### src/rtl/nibble_serial_addsub_ctrl_pkg.sv
// Shared constants and FSM state encoding for the nibble-serial add/subtract controller.
package nibble_serial_addsub_ctrl_pkg;

  // Width of the single shared arithmetic slice.
  localparam int NIBBLE_W = 4;

  // Controller states; the unused code 2'd3 is decoded as IDLE.
  typedef enum logic [1:0] {
    IDLE = 2'd0,
    RUN  = 2'd1,
    DONE = 2'd2
  } state_t;

  // Index counter width, kept at least one bit even for a single nibble.
  function automatic int idx_width(input int nibbles);
    return $clog2(nibbles > 1 ? nibbles : 2);
  endfunction

endpackage

### src/rtl/nibble_serial_addsub_ctrl_slice.sv
// Combinational 4-bit add/subtract slice: ripple of four full-adder cells on a and b^m.
// Exposes the carry into bit 3 so the controller can form signed overflow.
module addsub_nibble_slice
  import nibble_serial_addsub_ctrl_pkg::*;
(
  input  logic [NIBBLE_W-1:0] a,
  input  logic [NIBBLE_W-1:0] b,
  input  logic                m,
  input  logic                cin,
  output logic [NIBBLE_W-1:0] s,
  output logic                c3,
  output logic                c4
);

  logic [NIBBLE_W-1:0] bx;
  logic [NIBBLE_W:0]   c;

  // Ripple the carry through four full-adder cells, b optionally inverted for subtract.
  always_comb begin
    bx   = b ^ {NIBBLE_W{m}};
    c    = '0;
    s    = '0;
    c[0] = cin;
    for (int i = 0; i < NIBBLE_W; i++) begin
      s[i]   = a[i] ^ bx[i] ^ c[i];
      c[i+1] = (a[i] & bx[i]) | (c[i] & (a[i] ^ bx[i]));
    end
  end

  assign c3 = c[NIBBLE_W-1];
  assign c4 = c[NIBBLE_W];

endmodule

### src/rtl/nibble_serial_addsub_ctrl.sv
// Nibble-serial W-bit add/subtract controller. One shared 4-bit slice is stepped over
// the operands LS nibble first with a registered inter-nibble carry; valid/ready on
// both the operand and result sides, no overlap between operations.
module nibble_serial_addsub_ctrl
  import nibble_serial_addsub_ctrl_pkg::*;
#(
  parameter int NIBBLES = 4
) (
  input  logic                        clk,
  input  logic                        rst_n,
  input  logic                        start_valid,
  output logic                        start_ready,
  input  logic [NIBBLE_W*NIBBLES-1:0] a,
  input  logic [NIBBLE_W*NIBBLES-1:0] b,
  input  logic                        sub,
  output logic                        res_valid,
  input  logic                        res_ready,
  output logic [NIBBLE_W*NIBBLES-1:0] result,
  output logic                        carry_out,
  output logic                        overflow,
  output logic                        busy
);

  localparam int W     = NIBBLE_W * NIBBLES;
  localparam int IDX_W = idx_width(NIBBLES);

  state_t           state;
  state_t           next_state;
  logic [IDX_W-1:0] idx;
  logic             carry_reg;
  logic [W-1:0]     a_reg;
  logic [W-1:0]     b_reg;
  logic             sub_reg;

  logic             load;
  logic             step;
  logic             last_nib;

  logic [NIBBLE_W-1:0] slice_a;
  logic [NIBBLE_W-1:0] slice_b;
  logic [NIBBLE_W-1:0] slice_s;
  logic                slice_c3;
  logic                slice_c4;

  assign last_nib = (idx == IDX_W'(NIBBLES - 1));
  assign slice_a  = a_reg[NIBBLE_W*idx +: NIBBLE_W];
  assign slice_b  = b_reg[NIBBLE_W*idx +: NIBBLE_W];

  addsub_nibble_slice u_slice (
    .a   (slice_a),
    .b   (slice_b),
    .m   (sub_reg),
    .cin (carry_reg),
    .s   (slice_s),
    .c3  (slice_c3),
    .c4  (slice_c4)
  );

  // State register.
  always_ff @(posedge clk or negedge rst_n) begin
    if (!rst_n) begin
      state <= IDLE;
    end else begin
      state <= next_state;
    end
  end

  // Next-state and handshake decode; the unused encoding behaves as IDLE.
  always_comb begin
    next_state  = state;
    start_ready = 1'b0;
    res_valid   = 1'b0;
    busy        = 1'b0;
    load        = 1'b0;
    step        = 1'b0;
    case (state)
      RUN: begin
        busy = 1'b1;
        step = 1'b1;
        if (last_nib) begin
          next_state = DONE;
        end
      end
      DONE: begin
        busy      = 1'b1;
        res_valid = 1'b1;
        if (res_ready) begin
          next_state = IDLE;
        end
      end
      default: begin
        start_ready = 1'b1;
        if (start_valid) begin
          load       = 1'b1;
          next_state = RUN;
        end
      end
    endcase
  end

  // Operand capture, per-nibble accumulation and final flag capture.
  always_ff @(posedge clk or negedge rst_n) begin
    if (!rst_n) begin
      idx       <= '0;
      carry_reg <= 1'b0;
      a_reg     <= '0;
      b_reg     <= '0;
      sub_reg   <= 1'b0;
      result    <= '0;
      carry_out <= 1'b0;
      overflow  <= 1'b0;
    end else if (load) begin
      a_reg     <= a;
      b_reg     <= b;
      sub_reg   <= sub;
      carry_reg <= sub;
      idx       <= '0;
      result    <= '0;
    end else if (step) begin
      result[NIBBLE_W*idx +: NIBBLE_W] <= slice_s;
      carry_reg <= slice_c4;
      if (last_nib) begin
        idx       <= '0;
        carry_out <= slice_c4;
        overflow  <= slice_c3 ^ slice_c4;
      end else begin
        idx <= idx + 1'b1;
      end
    end
  end

endmodule
### config.mk
export PLATFORM = sky130hd
export DESIGN_NAME = nibble_serial_addsub_ctrl
export DESIGN_NICKNAME = d
export VERILOG_FILES = /design/src/rtl/nibble_serial_addsub_ctrl_pkg.sv /design/src/rtl/nibble_serial_addsub_ctrl_slice.sv /design/src/rtl/nibble_serial_addsub_ctrl.sv
export SDC_FILE = /design/constraint.sdc
export NUM_CORES = 1
export LEC_CHECK = 0
export CORE_ASPECT_RATIO = 0.6
export CORE_MARGIN = 5
export CORE_UTILIZATION = 30
export CTS_CLUSTER_DIAMETER = 80
export CTS_CLUSTER_SIZE = 25
export DETAILED_ROUTE_END_ITERATION = 8
export GPL_ROUTABILITY_DRIVEN = 1
export GPL_TIMING_DRIVEN = 0
export MAX_ROUTING_LAYER = met4
export PLACE_DENSITY = 0.64
export SETUP_SLACK_MARGIN = 0.05
export SLEW_MARGIN = 5
export SYNTH_ARGS = -nofsm -noshare
export SYNTH_HDL_FRONTEND = slang
export SYNTH_SLANG_ARGS = --single-unit
### constraint.sdc
create_clock -name clk -period 2.8 [get_ports clk]
set_input_delay 0.7 -clock clk [delete_from_list [all_inputs] [get_ports clk]]
set_output_delay 0.7 -clock clk [all_outputs]
set_load 0.01 [all_outputs]
==> flow_metrics.py <==
metrics = {
    "yosys": {
        "netlist_area_um2": 2640,
        "ys_seq_area_share_pct": 53.2,
        "synth-edff-count": 0,
        "yosysTopAreaCellShare_pct": 53.2,
        "postSynthCellCount": 199,
        "synth_top_flop_cell": "dfrtp_1",
        "synth_area_leaders": "dfrtp_1, mux2_2, mux4_1",
        "yosysMostFrequentCell": "dfrtp_1",
        "async_reset_ff_share_pct": 100,
        "synth_seq_cells": 56,
        "synth_common_cells": "dfrtp_1, mux2_2, nand2_1, o21ai_0, inv_1",
        "yosysWarnings": 0,
        "syn-num-nets": 247,
        "yosys.area.top_type": "dfrtp_1",
        "ys_types": 28,
        "avgSynthCellArea_um2": 13.2,
    },
    "floorplanning": {
        "die_width_um": 131,
        "die_h_um": 82.6,
        "dieArea_um2": 10800,
        "core_area_um2": 8520,
        "io_pins": 58,
        "initial_core_util_pct": 30.9,
        "num_rows": 26,
    },
    "power": {
        "p_leak_nw": 1.51,
        "p_seq_share_pct": 28.9,
        "switching_share_pct": 38.0,
        "switchingPower_mw": 1.75,
        "report.power.total_mw": 4.60,
        "p_clk_share_pct": 13.8,
        "intPower_mw": 2.85,
        "powerDensity_nw_per_um2": 1290,
        "irDropWorstVdd_v": 0.000657,
        "comb_power_share_pct": 57.3,
    },
    "grt": {
        "gr-total-overflow": 0,
        "grt_max_degree": 39,
        "track_usage_pct": 11.7,
        "grt_pass1_vias": 1824,
        "grt_pass1_wl_um": 9360,
        "antenna_found_initial": 0,
    },
    "critical_path": {
        "r2r_slack_ns": -0.1,
        "end_kind": "flop",
        "critPathRequiredTime_ns": 2.98,
        "r2r_end": "result[7]",
        "start_kind": "flop",
        "cp_data_arrival_time_ns": 3.07,
        "regToRegStartpoint": "idx[0]",
        "crit_path_start": "idx[0]",
        "crit_fanout": 4,
        "reg2regPathDepth": 8,
        "worstSetupPathType": "flop to flop",
    },
    "detailed_routing": {
        "wirelength_um": 5760,
        "ant_nets": 0,
        "first_pass_iters": 4,
        "drcViolationCount": 0,
        "via_per_inst": 4.65,
        "drt-initial-drc-count": 61,
        "vias": 1764,
        "avgRoutedWirePerCell_um": 15.2,
    },
    "layout": {
        "area_growth_pct": 34.9,
        "post-route-cell-area_um2": 3560,
        "final_nets": 314,
        "fill_cells": 816,
        "final_cells": 379,
        "drive_gt1_share_pct": 24.7,
        "antenna-diode-count": 0,
    },
    "cts": {
        "clock-sinks": 56,
        "ctsLongestPathBuffers": 2,
        "cts.clk_slew.worst_paths_ns": 0.07,
        "cts_hold_buffers": 0,
        "cts.htree.levels": 2,
        "cts_tree": "built",
        "clock_latency_ns": 0.29,
        "clk_root_buffer_cell": "clkbuf_16",
        "cts_buffers": 5,
    },
    "run_status": {
        "status": "finished with violations",
        "violations": "setup timing",
    },
    "sta": {
        "grt_setup_unrepaired": "true",
        "setup_viol": 5,
        "worst_slack_ns": -0.0967,
        "setup_tns_ns": -0.350,
        "relSlewSlack_pct": 69.9,
        "hold_violations": 0,
        "tightest_slew_ns": 0.452,
        "finClkSkew_ns": 0.00354,
        "finalCritPeriodShare_pct": 103,
        "final_max_slew_viol_count": 0,
        "finalCriticalPeriod_ns": 2.90,
        "max_freq_mhz": 345,
    },
    "placed_design": {
        "gp_congestion": 0.818,
        "dp_cells": 368,
        "dpl.hpwl_um": 4420,
        "placed_area_um2": 3360,
        "port_buffers": 56,
    },
    "hold_path": {
        "hold_path.class": "primary input to async pin",
    },
    "run": {
        "maxCapViolCount": 0,
    },
}
per-layer routing:
metal  wire length [um]  part of all wire, %  track usage (%)
met1               2910                   51             16.4
met2               2400                   42             16.5
met3                411                  7.1             3.92
met4                 38                 0.66             2.16
met5                  0                    0                -
area by class of cell:
cell class,count,area (um2),area share (%)
Multi-Input combinational cell,120,1160,32.5
Timing Repair Buffer,60,598,16.8
Clock inverter,1,7.51,0.211
Buffer,9,56.3,1.58
Tap cell,112,140,3.94
Clock buffer,7,143,4.01
Sequential cell,56,1400,39.4
Inverter,14,52.6,1.48
repair_timing:
| action | in CTS | in global routing |
|---|---|---|
| setup endpoints to repair | 9 | 9 |
| pin swaps | 2 | 1 |
| buffers inserted | 3 | 0 |
| gates cloned | 0 | 0 |
| resized for setup | 6 | 8 |
worst max-delay path by stage:
stage / cells past startpoint / slack, ns / endpoint
finish: 8 / -0.1 / result[7]
global route: 8 / -0.18 / result[3]
CTS: 8 / -0.11 / result[11]
detailed placement: 8 / -0.27 / result[15]
global placement: 1 / -0.74 / b_reg[9]
floorplan: 8 / 0.003 / result[11]
power groups by stage:
stage	registers [mW]	clock network [mW]	logic, mW
CTS	1.33	0.653	2.58
floorplan	1.31	0	1.67
global placement	1.34	0	2.43
global route	1.37	0.686	2.92
finish	1.33	0.635	2.64
detailed placement	1.35	0	2.47
per-stage QoR:
stage	utilization, %	setup WS [ns]	hold WS [ns]
detailed placement	39.4	-0.266	0.471
global placement	39.2	-0.739	0.463
global route	41.7	-0.178	0.387
finish	41.7	-0.0967	0.348
CTS	41.5	-0.107	0.361
floorplan	-	0.00263	0.404
critical path, cell delays in order (launching register included):
cell	delay [ns]
dfrtp_2	0.42
mux4_2	0.56
xor2_2	0.16
fa_2	0.21
inv_2	0.03
fa_2	0.33
fa_2	0.37
fa_2	0.60
o21ai_0	0.10
logic make-up (layout without fill, tap and decap cells):
kind of cell | Yosys count | in the layout | share of synthesized area [%]
XOR/XNOR | 6 | 6 | 1.99
adder cells (fa/ha/maj) | 11 | 11 | 6.36
AO/OA/AOI/OAI | 28 | 28 | 6.08
AND/OR/NAND/NOR | 30 | 30 | 5.18
buffers and inverters | 23 | 91 | 3.89
flip-flops | 56 | 56 | 53.2
multiplexers | 45 | 45 | 23.3
layout by cell type (no fill, tap or decap), drive strengths merged:
master and count:
mux4 8, a21oi 3, xnor2 4, and2 1, xor2 2, clkdlybuf4s50 55
inv 14, ha 7, nand4 3, mux2i 4, o21ai 18, nand2 20
a21boi 1, clkbuf 7, mux2 33, clkinvlp 1, a221oi 2, fa 4
buf 14, nor3 1, a22oi 4, nor2 1, nand3 1, dfrtp 56
nor3b 1, nor2b 1, nand2b 1
No activity file was read; power rests on OpenSTA's default activity.
